## src/rtl/tluh_wide_pkg.sv

```systemverilog
// Shared TL-UH wide fabric definitions: bus widths, opcodes, channel structs
// and beat-count helpers used by the channel A arbiter.
package tluh_wide;

   localparam int TL_DW      = 128;
   localparam int TL_BW      = TL_DW / 8;
   localparam int TL_AW      = 28;
   localparam int TL_RS      = 2;
   localparam int TL_SZW     = 3;
   localparam int TL_SKW     = 1;
   localparam int TL_BEAT_LG = $clog2(TL_BW);

   localparam logic [2:0] TL_A_PUT_FULL_DATA    = 3'd0;
   localparam logic [2:0] TL_A_PUT_PARTIAL_DATA = 3'd1;
   localparam logic [2:0] TL_A_ARITHMETIC_DATA  = 3'd2;
   localparam logic [2:0] TL_A_LOGICAL_DATA     = 3'd3;
   localparam logic [2:0] TL_A_GET              = 3'd4;
   localparam logic [2:0] TL_A_INTENT           = 3'd5;

   localparam logic [2:0] TL_D_ACCESS_ACK      = 3'd0;
   localparam logic [2:0] TL_D_ACCESS_ACK_DATA = 3'd1;
   localparam logic [2:0] TL_D_HINT_ACK        = 3'd2;

   typedef enum logic [1:0] {
      ARB_IDLE,
      ARB_HOLD,
      ARB_BURST
   } arb_state_e;

   typedef struct packed {
      logic              a_valid;
      logic [2:0]        a_opcode;
      logic [2:0]        a_param;
      logic [TL_SZW-1:0] a_size;
      logic [TL_RS-1:0]  a_source;
      logic [TL_AW-1:0]  a_address;
      logic [TL_BW-1:0]  a_mask;
      logic [TL_DW-1:0]  a_data;
      logic              a_corrupt;
      logic              d_ready;
   } tluh_m2s;

   typedef struct packed {
      logic              d_valid;
      logic [2:0]        d_opcode;
      logic [1:0]        d_param;
      logic [TL_SZW-1:0] d_size;
      logic [TL_RS-1:0]  d_source;
      logic [TL_SKW-1:0] d_sink;
      logic              d_denied;
      logic [TL_DW-1:0]  d_data;
      logic              d_corrupt;
      logic              a_ready;
   } tluh_s2m;

   function automatic logic a_has_data(input logic [2:0] op);
      return (op == TL_A_PUT_FULL_DATA)    || (op == TL_A_PUT_PARTIAL_DATA) ||
             (op == TL_A_ARITHMETIC_DATA)  || (op == TL_A_LOGICAL_DATA);
   endfunction

   function automatic logic d_has_data(input logic [2:0] op);
      return op == TL_D_ACCESS_ACK_DATA;
   endfunction

   // Messages wider than one data beat split into power-of-two beats.
   function automatic logic [3:0] tl_beats(input logic has_data, input logic [TL_SZW-1:0] size);
      logic [3:0] n;
      n = 4'd1;
      if (has_data && (size > TL_SZW'(TL_BEAT_LG))) begin
         n = 4'd1 << (size - TL_SZW'(TL_BEAT_LG));
      end
      return n;
   endfunction

   function automatic logic [3:0] a_beats(input logic [2:0] op, input logic [TL_SZW-1:0] size);
      return tl_beats(a_has_data(op), size);
   endfunction

   function automatic logic [3:0] d_beats(input logic [2:0] op, input logic [TL_SZW-1:0] size);
      return tl_beats(d_has_data(op), size);
   endfunction

endpackage

```

## src/rtl/tluh_wide_a_arbiter_rr_pick.sv

```systemverilog
// Combinational round-robin picker: first requester at or above the pointer,
// wrapping around, reported both one-hot and as an index.
module tluh_rr_pick #(
   parameter int N = 2,
   parameter int W = 1
) (
   input  logic [N-1:0] req_i,
   input  logic [W-1:0] ptr_i,
   output logic [N-1:0] gnt_oh_o,
   output logic [W-1:0] gnt_idx_o,
   output logic         gnt_any_o
);

   always_comb begin
      int pos;
      gnt_oh_o  = '0;
      gnt_idx_o = '0;
      gnt_any_o = 1'b0;
      pos       = 0;
      for (int i = 0; i < N; i++) begin
         pos = int'(ptr_i) + i;
         if (pos >= N) begin
            pos = pos - N;
         end
         if (!gnt_any_o && req_i[pos]) begin
            gnt_any_o     = 1'b1;
            gnt_oh_o[pos] = 1'b1;
            gnt_idx_o     = W'(pos);
         end
      end
   end

endmodule

```

## src/rtl/tluh_wide_a_arbiter.sv

```systemverilog
// N-master to 1-slave TL-UH arbiter: round-robin on channel A with valid-hold
// and burst lock; channel D steered back by the top source bits.
module tluh_wide_a_arbiter
   import tluh_wide::*;
#(
   parameter int N_MASTERS = 2,
   parameter int SEL_W     = $clog2(N_MASTERS)
) (
   input  logic    tilelink_clock_i,
   input  logic    tilelink_reset_i,
   input  tluh_m2s m_m2s_i [N_MASTERS],
   output tluh_s2m m_s2m_o [N_MASTERS],
   output tluh_m2s s_m2s_o,
   input  tluh_s2m s_s2m_i,
   output logic    route_err_o
);

   arb_state_e           state_q, state_d;
   logic [SEL_W-1:0]     grant_q, grant_d;
   logic [SEL_W-1:0]     rr_ptr_q, rr_ptr_d;
   logic [2:0]           beat_cnt_q, beat_cnt_d;
   logic                 route_err_q, route_err_d;

   logic [N_MASTERS-1:0] a_req, pick_oh, grant_oh;
   logic [SEL_W-1:0]     pick_idx, grant_sel, grant_next, d_sel;
   logic                 pick_any, a_active, a_fire;
   logic [3:0]           a_beats_cur;
   logic                 d_mapped, d_ready_sel;

   always_comb begin
      a_req = '0;
      for (int i = 0; i < N_MASTERS; i++) begin
         a_req[i] = m_m2s_i[i].a_valid;
      end
   end

   tluh_rr_pick #(
      .N (N_MASTERS),
      .W (SEL_W)
   ) u_pick (
      .req_i     (a_req),
      .ptr_i     (rr_ptr_q),
      .gnt_oh_o  (pick_oh),
      .gnt_idx_o (pick_idx),
      .gnt_any_o (pick_any)
   );

   // Outside IDLE the grant is frozen so a late higher-priority request cannot steal it.
   always_comb begin
      grant_sel = grant_q;
      grant_oh  = '0;
      a_active  = 1'b0;
      if (state_q == ARB_IDLE) begin
         grant_sel = pick_idx;
         grant_oh  = pick_oh;
         a_active  = pick_any;
      end else begin
         for (int i = 0; i < N_MASTERS; i++) begin
            grant_oh[i] = (grant_q == SEL_W'(i));
         end
         a_active = m_m2s_i[grant_q].a_valid;
      end
      a_fire      = a_active && s_s2m_i.a_ready;
      grant_next  = (int'(grant_sel) == N_MASTERS - 1) ? '0 : grant_sel + 1'b1;
      a_beats_cur = a_beats(m_m2s_i[grant_sel].a_opcode, m_m2s_i[grant_sel].a_size);
   end

   always_comb begin
      state_d    = state_q;
      grant_d    = grant_q;
      rr_ptr_d   = rr_ptr_q;
      beat_cnt_d = beat_cnt_q;
      unique case (state_q)
         ARB_IDLE, ARB_HOLD: begin
            if (a_fire) begin
               rr_ptr_d = grant_next;
               if (a_beats_cur > 4'd1) begin
                  state_d    = ARB_BURST;
                  beat_cnt_d = 3'(a_beats_cur - 4'd1);
                  grant_d    = grant_sel;
               end else begin
                  state_d = ARB_IDLE;
               end
            end else if (a_active) begin
               state_d = ARB_HOLD;
               grant_d = grant_sel;
            end else begin
               state_d = ARB_IDLE;
            end
         end
         ARB_BURST: begin
            if (a_fire) begin
               beat_cnt_d = beat_cnt_q - 3'd1;
               if (beat_cnt_q == 3'd1) begin
                  state_d = ARB_IDLE;
               end
            end
         end
         default: state_d = ARB_IDLE;
      endcase
   end

   // Unmapped D beats are sunk here so a stray source cannot wedge the slave.
   always_comb begin
      d_sel       = s_s2m_i.d_source[TL_RS-1 -: SEL_W];
      d_mapped    = int'(d_sel) < N_MASTERS;
      d_ready_sel = !d_mapped;
      for (int i = 0; i < N_MASTERS; i++) begin
         if (d_mapped && (d_sel == SEL_W'(i))) begin
            d_ready_sel = m_m2s_i[i].d_ready;
         end
      end
      route_err_d = s_s2m_i.d_valid && !d_mapped;
   end

   always_comb begin
      s_m2s_o = '0;
      if (a_active) begin
         s_m2s_o = m_m2s_i[grant_sel];
      end
      s_m2s_o.a_valid = a_active;
      s_m2s_o.d_ready = d_ready_sel;
   end

   always_comb begin
      for (int i = 0; i < N_MASTERS; i++) begin
         m_s2m_o[i]         = s_s2m_i;
         m_s2m_o[i].d_valid = s_s2m_i.d_valid && d_mapped && (d_sel == SEL_W'(i));
         m_s2m_o[i].a_ready = a_active && grant_oh[i] && s_s2m_i.a_ready;
      end
   end

   always_ff @(posedge tilelink_clock_i or posedge tilelink_reset_i) begin
      if (tilelink_reset_i) begin
         state_q     <= ARB_IDLE;
         grant_q     <= '0;
         rr_ptr_q    <= '0;
         beat_cnt_q  <= '0;
         route_err_q <= 1'b0;
      end else begin
         state_q     <= state_d;
         grant_q     <= grant_d;
         rr_ptr_q    <= rr_ptr_d;
         beat_cnt_q  <= beat_cnt_d;
         route_err_q <= route_err_d;
      end
   end

   assign route_err_o = route_err_q;

endmodule

```

## config.mk

```make
export PLATFORM = sky130hd
export DESIGN_NAME = tluh_wide_a_arbiter
export DESIGN_NICKNAME = d
export VERILOG_FILES = /design/src/rtl/tluh_wide_pkg.sv /design/src/rtl/tluh_wide_a_arbiter_rr_pick.sv /design/src/rtl/tluh_wide_a_arbiter.sv
export SDC_FILE = /design/constraint.sdc
export NUM_CORES = 1
export LEC_CHECK = 0
export CORE_AREA = 2 2 387 389
export CTS_CLUSTER_SIZE = 24
export DETAILED_ROUTE_END_ITERATION = 16
export DIE_AREA = 0 0 389 391
export SLEW_MARGIN = 5
export SYNTH_ARGS = -nofsm -noshare
export SYNTH_HDL_FRONTEND = slang
export SYNTH_SLANG_ARGS = --single-unit
```

## constraint.sdc

```tcl
create_clock -name tilelink_clock_i -period 4.85 [get_ports tilelink_clock_i]
set_clock_uncertainty 0.1 [all_clocks]
set_input_delay 1.2125 -clock tilelink_clock_i [delete_from_list [all_inputs] [get_ports tilelink_clock_i]]
set_output_delay 1.2125 -clock tilelink_clock_i [all_outputs]
set_load 0.005 [all_outputs]
```

==> metrics.md, run 1 <==
| Metric | Value |
|---|---|
| Outcome | `completed` |
| Total of flip-flops plus latches after synthesis | `7` |
| CTS Buf Count | `3` |
| WL per Instance | `roughly 28 um` |
| Clk_lat worst skew | `240 ps` |
| Critical Path AT | `around 3500 ps` |
| Synth unique cells | `42` |
| Internal power | `approximately 0.0031 W` |
| Synth Area in Compound Gates | `20.23%` |
| Die area | `approximately 0.15 mm^2` |
| Largest family of logic cells by synthesized area | `buffers and inverters` |
| Total clock sinks | `7` |
| Die Width | `389 um` |
| Final WS setup | `around 34 ps` |
| CP Data Required Time | `roughly 3500 ps` |
| Comb power frac | `a little over nine tenths` |
| Final wirelength | `roughly 91 mm` |
| Final worst path period need | `about 4800 ps` |
| Max-cap violations | `0` |
| P_sw | `roughly 0.0036 W` |
| Avg Cell Area, Syn | `between 5 and 6 um^2` |
| Post-DP HPWL | `83.89 mm` |
| Pwr/cell area | `between 500 and 600 mW/mm^2` |
| Die Ht | `a little under 400 um` |
| Leading area contributor after synthesis | `buf_4` |
| CTS Buffer Depth | `2` |
| Via density | `roughly 2.5` |
| Total grt overflow | `0` |
| Design Area, Final | `0.01287 mm^2` |
| Count leader, synth | `nand2_1` |
| CTS Hold Buffers Added | `0` |
| PortBufs | `between 500 and 600` |
| Top_reg_cell synth | `dfrtp_1` |
| Top Ports | `990` |
| Via count | `about 8,000` |
| Final period utilization | `about 99%` |
| Initial antenna violation count | `44` |
| DR pass1 iterations | `4` |
| DR iter-0 viols | `387` |
| # setup viols final | `0` |
| CTS H-Tree Depth | `1` |
| Crit end category | `output port` |
| Peak supply drop | `about 240 uV` |
| Share of the synthesized area in the top cell type | `approximately 39%` |
| Reg-to-Reg Start | `state_q[1]` |
| Clk pin slew, worst setup/hold paths | `~40 ps` |
| Syn_nets | `between 1,500 and 2,000` |
| Hold WC Path Type | `flop to flop` |
| CP max FO | `22` |
| ANT nets after route | `0` |
| Launch point of the worst hold path | `beat_cnt_q[1]` |
| Reg power frac | `~1.9%` |
| Tightest Pin Transition | `866.0 ps` |
| First-pass GRT wire length | `~100 mm` |
| CTS tree | `built` |
| All-Layer GR Usage | `11.23%` |
| Synth Area in Adders | `less than 1%` |
| XOR/XNOR share of the synthesized area | `less than 1%` |
| Area contributors post-synth | `buf_4 39%, nand2_1 26%, a21oi_1 17%` |
| Dpl ws | `-284.8 ps` |
| Layout cells sized above 1 | `16.76%` |
| GPL Wtd Cong | `approximately 0.84` |
| EDFF count, synth | `0` |
| Worst Setup Start Kind | `input pin` |
| Vias in the first global route | `between 7,000 and 8,000` |
| Mux cell area share after synthesis | `between 1 and 1.5%` |
| Slew Limit Fails | `0` |
| Hold Vio Cnt, Final | `0` |
| Remaining DRCs | `0` |
| Leak | `~4.7 nW` |
| Simple-gate share of the synthesized area | `about 29%` |
| CTS root buf | `clkbuf_16` |
| FP Rows | `142` |
| Switching Fraction | `53.29%` |
| Starting Density | `3.647%` |
| Critical path class | `input pin to output port` |
| Most frequent cells after synthesis | `372 x nand2_1, 285 x buf_4, 186 x a21oi_1, 41 x buf_2, 15 x clkbuf_1` |
| Final TNS setup | `0 ps` |
| DP Area | `between 0.01 and 0.015 mm^2` |
| Area Overhead vs Synth | `137.6%` |
| Core Box Area | `approximately 0.15 mm^2` |
| Clock power share | `roughly 2.1%` |
| Crit. Startpoint | `m_m2s_i[185]` |
| Pin count of the biggest net entering global routing | `39` |
| Slew HR | `41.73%` |
| Fmax | `207.6 MHz` |
| Async set or reset register ratio after synthesis | `100.0%` |
| # nets final | `approximately 1,800` |
| Mapped Cells | `983` |
| Synth Warn # | `0` |
| Post-synthesis sequential area ratio | `~3.2%` |
| Synthesized cell area | `~0.0054 mm^2` |
cell usage in the layout, fill, tap and decap left out, types with 4 or more instances in the layout:
cell,count
clkdlybuf4s50_1,443
nand2_1,367
a21oi_1,166
buf_12,92
buf_4,84
a21oi_2,15
dlymetal6s2s_1,12
diode_2,10
dlygate4sd2_1,10
nor2_1,9
o21ai_0,8
inv_1,8
dfrtp_1,7
a21oi_4,6
nor3_1,5
nand2_2,5
ha_1,4
clkbuf_16,4
area by class of cell:
class | count | area [um^2]
well taps | 1944 | 2432
inverters | 8 | 30.03
flip-flops and latches | 7 | 175.2
clock buffers | 4 | 78.83
diodes | 10 | 25.02
fillers | 17476 | 135700
multi-input cells | 621 | 2935
repair buffers | 643 | 7197
layer usage:
| layer | share of wire, % | track usage, % |
|---|---|---|
| met1 | 35 | 11.30 |
| met2 | 46 | 18.72 |
| met3 | 17 | 8.624 |
| met4 | 1.3 | 1.473 |
| met5 | 0.45 | 0.2871 |
power groups by stage:
stage / sequential [W] / clock [W] / combinational (W)
floorplan: 0.000103 / 0 / 0.00183
global placement: 0.000122 / 0 / 0.00663
detailed placement: 0.000123 / 0 / 0.00664
CTS: 0.000123 / 0.000145 / 0.00670
global route: 0.000129 / 0.000147 / 0.00694
finish: 0.000125 / 0.000143 / 0.00647
registers in the layout (all words and copies together) (netlist names):
signal      count
beat_cnt_q      3
state_q         2
grant_q         1
rr_ptr_q        1
logic make-up after synthesis:
| family | Yosys count |
|---|---|
| and+or+nand+nor | 401 |
| other | 1 |
| AOI/OAI and AO/OA | 209 |
| xor gates and xnor gates | 1 |
| adders and majority gates | 4 |
| buffers and inverters | 355 |
| DFF | 7 |
| muxes | 5 |
path summary, 6_finish.rpt:
path	end	slack, ps	cells after the start
max in group asynchronous	state_q[1]	3300	2
hold / removal	beat_cnt_q[1]	450	2
setup / recovery	s_m2s_o[17]	30	8
hold reg to reg	beat_cnt_q[1]	450	2
min in group asynchronous	beat_cnt_q[2]	1130	2
setup reg to reg	beat_cnt_q[2]	1570	13
metrics by stage:
step / utilization (%) / hold WS [ps] / std cells / total power, W
after floorplan: - / 395.3 / 983 / 0.001930
after global placement: 8.460 / 436.8 / 3219 / 0.006755
after detailed placement: 8.460 / 447.4 / 3219 / 0.006767
after CTS: 8.553 / 455.1 / 3223 / 0.006970
after global routing: 8.655 / 497.4 / 3230 / 0.007217
final: 8.667 / 452.8 / 3237 / 0.006742
critical path: stages:
cell,delay (ps)
clkdlybuf4s50_1,450
buf_4,180
mux2_2,300
o22ai_4,180
buf_12,230
buf_12,190
a21oi_1,60
clkdlybuf4s50_1,650
what timing repair did:
item | 4_1_cts | 5_1_grt
resized for setup | 25 | 29
pin swaps | 0 | 3
setup endpoints to repair | 15 | 36
buffers inserted | 0 | 3
gates cloned | 0 | 1
(Power assumes the default switching activity.)
==> inputs of run 2 (changes only) <==
- ABC_CLOCK_PERIOD_IN_PS: not set -> 4850
- CAP_MARGIN: not set -> 20
- SETUP_SLACK_MARGIN: not set -> 0.02
==> run 2 against run 1 <==
Register-to-register slack got worse by 270 ps. First-iteration DRC count decreased by 1.3%. Die area unchanged. Global-route usage about the same. Worst setup slack improved by 5.3 ps. Sequential power about the same. Count of clock-buffer cells in the layout unchanged. Critical path depth increased by 1. Critical endpoint is now s_m2s_o[111]. Largest cell class unchanged.
==> metrics.md, run 2 (synthesis gave the netlist of run 1 again) <==
| Metric | Value |
|---|---|
| Outcome | `completed` |
| Die area | `around 0.15 mm^2` |
| Worst hold slack | `452.8 ps` |
| Pin count of the biggest net entering global routing | `39` |
| All-Layer GR Usage | `11.23%` |
| Die Width | `around 400 um` |
| GPL Wtd Cong | `0.8422` |
| Remaining DRCs | `0` |
| CTS Buffer Depth | `2` |
| Largest regs | `beat_cnt_q x3, state_q x2` |
| Slew HR | `42.44%` |
| Critical Path AT | `3500 ps` |
| Fmax | `between 200 and 250 MHz` |
| FF+latch area | `between 150 and 200 um^2` |
| Critical Path Max Stage Delay | `550 ps` |
| Die Ht | `391 um` |
| Crit path cell chain | `clkdlybuf4s50_1, nor3b_4, buf_4, a21oi_4, buf_4, buf_12, nand2_1, a21oi_4, clkdlybuf4s50_1` |
| Min-Delay Path Depth | `2` |
| Via density | `about 2.5` |
| Core Box Area | `around 0.15 mm^2` |
| CP Data Required Time | `3540 ps` |
| Cell count of the worst reg-to-reg path | `14` |
| Total clock sinks | `7` |
| Tightest Pin Transition | `roughly 860 ps` |
| Hold WC Path Type | `flop to flop` |
| Pwr/cell area | `roughly 530 mW/mm^2` |
| Worst Setup Start Kind | `input pin` |
| Top Ports | `between 900 and 1,000` |
| CTS root buf | `clkbuf_16` |
| Hold Vio Cnt, Final | `0` |
| Layout cells sized above 1 | `17.57%` |
| Initial antenna violation count | `44` |
| Area Overhead vs Synth | `139.4%` |
| Final period utilization | `around 99%` |
| ANT nets after route | `0` |
| CTS tree | `built` |
| Commonest non-fill, non-tap cell in the layout | `clkdlybuf4s50_1` |
| CP max FO | `16` |
| Final wirelength | `a little over 90 mm` |
| Final WS setup | `39.24 ps` |
| Slowest cell on the critical path | `clkdlybuf4s50_1` |
| Total grt overflow | `0` |
| # nets final | `around 1,800` |
| CTS Buf Count | `3` |
| RSZ-0062 raised after global routing | `no` |
| DR iter-0 viols | `between 300 and 400` |
| First-pass GRT wire length | `104.8 mm` |
| Reg with most FFs | `beat_cnt_q` |
| Post-DP HPWL | `between 80 and 90 mm` |
| Most frequent cells in the layout | `431 x clkdlybuf4s50_1, 366 x nand2_1, 160 x a21oi_1` |
| Dpl ws | `-284.8 ps` |
| Via count | `around 8,000` |
| Crit end category | `output port` |
| Max reg flops | `3` |
| Max-cap violations | `0` |
| Critical path class | `input pin to output port` |
| CTS Hold Buffers Added | `0` |
| PortBufs | `568` |
| Clk_lat worst skew | `240 ps` |
| Vias in the first global route | `about 7,500` |
| Footprint of the multi-input gates | `0.002967 mm^2` |
| Slew Limit Fails | `0` |
| Leak | `about 4.8 nW` |
| FP Rows | `about 140` |
| CTS H-Tree Depth | `1` |
| Final worst path period need | `4811 ps` |
| Starting Density | `under 10%` |
| FILL cells | `~17,000` |
| Clk pin slew, worst setup/hold paths | `40 ps` |
| WL per Instance | `around 28 um` |
| # setup viols final | `0` |
| Peak supply drop | `between 200 and 250 uV` |
| DR pass1 iterations | `6` |
run 2: cell types whose count changed in the layout (fill, tap and decap cells not counted), sizes merged:
cell	delta
diode	+1
buf	+2
clkdlybuf4s50	-12
dlymetal6s2s	+6
dlygate4sd2	+6
clkbuf	+1
run 2: repair_timing:
item                                    4_1_cts  5_1_grt
resized for setup                            33       41
pin swaps                                     0        4
gates cloned                                  0        2
setup buffers                                 0        5
endpoints found under the setup margin       23       36
run 2: final cells by class:
cell class	instances	area share, %
well taps	1944	18.76
inverters	8	0.2316
clock buffers	4	0.6079
flip-flops and latches	7	1.351
multi-input cells	621	22.88
diodes	11	0.2123
repair buffers	646	55.96
run 2: per-layer routing:
layer	up-vias	wire [um]	GRT usage (%)	share of wire, %
li1	3474	-	-	-
met1	3551	32310	11.30	35
met2	821	42640	18.72	46
met3	108	15170	8.624	16
met4	58	1287	1.473	1.4
met5	-	790	0.2871	0.86
run 2: per-stage QoR:
stage                     setup TNS [ps]  instance area, um^2  instances  utilization (%)  total power (W)
after detailed placement           -2040                12570       3219            8.460         0.006767
final                                  0                12970       3241            8.730         0.006841
after floorplan                        0                 5418        983                -         0.001930
after CTS                              0                12700       3223            8.552         0.006958
after global routing                   0                12950       3233            8.717         0.007317
after global placement             -1575                12570       3219            8.460         0.006755
run 2: path summary, 6_finish.rpt:
kind	start	to	slack, ps
max	m_m2s_i[185]	s_m2s_o[111]	40
min	beat_cnt_q[1]	beat_cnt_q[1]	450
max reg2reg	state_q[1]	beat_cnt_q[2]	1300
min reg2reg	beat_cnt_q[1]	beat_cnt_q[1]	450
max in group asynchronous	tilelink_reset_i	beat_cnt_q[0]	3300
min in group asynchronous	tilelink_reset_i	rr_ptr_q	1130
run 2: power breakdown:
part	internal [W]	total, W	switching [W]
logic	0.00299	0.00657	0.00358
clock network	0.000110	0.000143	0.0000332
registers	0.0000837	0.000124	0.0000407
run 2: worst max-delay path: cells and delay by family:
family | cells | cell delay [ps]
AO/OA/AOI/OAI | 2 | 400
buffers and inverters | 5 | 1460
AND/OR/NAND/NOR | 2 | 360
==> inputs of run 3 (changes only) <==
- GPL_ROUTABILITY_DRIVEN: not set -> 1
- REMOVE_ABC_BUFFERS: not set -> 1
==> run 3 against run 2 <==
Sequential power barely moved. Count of clock-buffer cells in the layout did not move. Worst setup slack improved by 81 ps. First-iteration DRC count rose by 48%. Utilization fell by 0.26 points. Maximum frequency rose by 1.7%. Clock power fell by 3%. Worst hold slack got worse by 1.5 ps. Power fell by 5.1%. Flip-flop and latch count did not move. Via count rose by 9.0%. Cell count fell by 0.89%. Largest cell class unchanged. Largest power group unchanged.
==> metrics.md, run 3 (synthesis gave the netlist of run 1 again) <==
| Metric | Value |
|---|---|
| Pin count of the biggest net entering global routing | `73` |
| Clk_lat worst skew | `230 ps` |
| Die area | `around 0.15 mm^2` |
| R2r setup slk | `around 1400 ps` |
| DR pass1 iterations | `7` |
| Worst Setup Start Kind | `input pin` |
| Launch point of the worst hold path | `beat_cnt_q[1]` |
| Vias in the first global route | `7,964` |
| Remaining DRCs | `0` |
| Max reg flops | `3` |
| P_sw | `about 0.0035 W` |
| Final WS setup | `between 100 and 150 ps` |
| Internal power | `around 0.0030 W` |
| Crit end category | `output port` |
| Hold Vio Cnt, Final | `0` |
| Post-DP HPWL | `~110 mm` |
| CTS Hold Buffers Added | `0` |
| Clk pin slew, worst setup/hold paths | `roughly 30 ps` |
| Area Overhead vs Synth | `132.3%` |
| Max-cap violations | `0` |
| Slew HR | `~38%` |
| Layout cells sized above 1 | `a little over an eighth` |
| Fmax | `211.4 MHz` |
| Tightest Pin Transition | `924.7 ps` |
| CTS Buf Count | `3` |
| WL per Instance | `slightly below 40 um` |
| Switching Fraction | `54.09%` |
| First-pass GRT wire length | `roughly 140 mm` |
| Post-Layout Cell Count | `approximately 3,200` |
| # setup viols final | `0` |
| Die Ht | `391 um` |
| Footprint of the multi-input gates | `approximately 0.003 mm^2` |
| Peak supply drop | `290.0 uV` |
| CTS root buf | `clkbuf_16` |
| Final TNS setup | `0 ps` |
| Die Width | `between 300 and 400 um` |
| Total grt overflow | `0` |
| Core Box Area | `0.1485 mm^2` |
| Dpl ws | `-193.4 ps` |
| Total power | `0.006492 W` |
| Most frequent cells in the layout | `464 x clkdlybuf4s50_1, 371 x nand2_1, 168 x a21oi_1` |
| Design Area, Final | `between 0.01 and 0.015 mm^2` |
| Via density | `2.719` |
| Cell count of the worst reg-to-reg path | `13` |
| Slew Limit Fails | `0` |
| RSZ-0062 raised after global routing | `no` |
| All-Layer GR Usage | `around 16%` |
| Commonest non-fill, non-tap cell in the layout | `clkdlybuf4s50_1` |
| Pwr/cell area | `515.8 mW/mm^2` |
| Hold WC Path Type | `flop to flop` |
| Leak | `about 4.3 nW` |
| CP max FO | `17` |
| CTS H-Tree Depth | `1` |
| Top Ports | `990` |
| Critical path class | `input pin to output port` |
| Final wirelength | `between 100 and 150 mm` |
| FP Rows | `roughly 140` |
| ANT nets after route | `0` |
| # nets final | `~1,800` |
| Final period utilization | `a little under 100%` |
| Initial antenna violation count | `58` |
| Worst r2r dst | `beat_cnt_q[2]` |
| Reg power frac | `~1.9%` |
| FF+latch area | `roughly 180 um^2` |
| Total clock sinks | `7` |
| Final worst path period need | `around 4700 ps` |
| Hold Path End | `beat_cnt_q[1]` |
| Critical Path AT | `between 3000 and 4000 ps` |
| CP Data Required Time | `around 3500 ps` |
| Via count | `between 8,000 and 9,000` |
| GPL Wtd Cong | `0.7812` |
| Largest regs | `beat_cnt_q x3, state_q x2` |
| Outcome | `completed` |
| Placed insts | `between 3,000 and 4,000` |
| CTS Buffer Depth | `2` |
| Starting Density | `under 10%` |
| DR iter-0 viols | `roughly 570` |
| Clock power share | `~2.1%` |
| DP Area | `0.01226 mm^2` |
| Min-Delay Path Depth | `2` |
| Reg-to-Reg Start | `state_q[1]` |
| FILL cells | `~17,000` |
| PortBufs | `about 570` |
| CTS tree | `built` |
| Reg with most FFs | `beat_cnt_q` |
| Comb power frac | `between 90% and 100%` |
-- run 3: changes by cell type in the layout (fill, tap and decap cells not counted), moves of 9 or more --
| cell | delta |
|---|---|
| buf_4 | -36 |
| buf_12 | -9 |
| clkdlybuf4s50_1 | +33 |
| dlygate4sd2_1 | -9 |
| dlymetal6s2s_1 | -18 |
-- run 3: worst max path at each step --
stage            startpoint       endpoint  slack [ps]  cells past startpoint
2_1_floorplan  m_m2s_i[185]  beat_cnt_q[2]       -2330                      9
3_3_place_gp   m_m2s_i[185]    s_m2s_o[23]        -190                      7
3_5_place_dp   m_m2s_i[185]    s_m2s_o[23]        -190                      7
4_1_cts        m_m2s_i[371]    s_m2s_o[78]         130                      8
5_1_grt        m_m2s_i[371]    s_m2s_o[46]          70                      8
6_report       m_m2s_i[371]    s_m2s_o[78]         120                      8
-- run 3: area by class of cell --
cell class / instances / area share [%]
antenna: 17 / 0.3380
multi-input combinational: 621 / 23.18
sequential: 7 / 1.392
timing repair buffer: 611 / 54.90
tap: 1944 / 19.33
clock buffer: 4 / 0.6263
inverter: 8 / 0.2386
-- run 3: stage by stage --
step / hold WS (ps) / utilization, %
final: 451.3 / 8.473
after global routing: 478.5 / 8.453
after CTS: 452.3 / 8.445
after detailed placement: 446.8 / 8.254
after global placement: 429.4 / 8.254
after floorplan: 395.3 / -
-- run 3: critical path: stages --
cell	delay, ps
clkdlybuf4s50_1	440
buf_4	180
mux2_2	300
o22ai_4	180
buf_12	220
buf_6	250
a21oi_4	70
clkdlybuf4s50_1	500
-- run 3: repair_timing --
action | in CTS | in global routing
gates resized for setup | 37 | 0
setup endpoints to repair | 29 | 0
buffers inserted | 1 | 0
-- run 3: metal layers --
layer	up-vias	wire length (um)	GRT usage, %
li1	3413	-	-
met1	3909	47430	16.88
met2	1123	46910	21.13
met3	199	28060	16.65
met4	90	3955	4.271
met5	-	1404	4.976
-- run 3: power groups by stage --
stage          clock, W  combinational [W]  sequential (W)
2_1_floorplan         0            0.00171        0.000109
3_3_place_gp          0            0.00630        0.000116
3_5_place_dp          0            0.00630        0.000118
4_1_cts        0.000141            0.00654        0.000120
5_1_grt        0.000144            0.00675        0.000125
6_report       0.000138            0.00623        0.000122
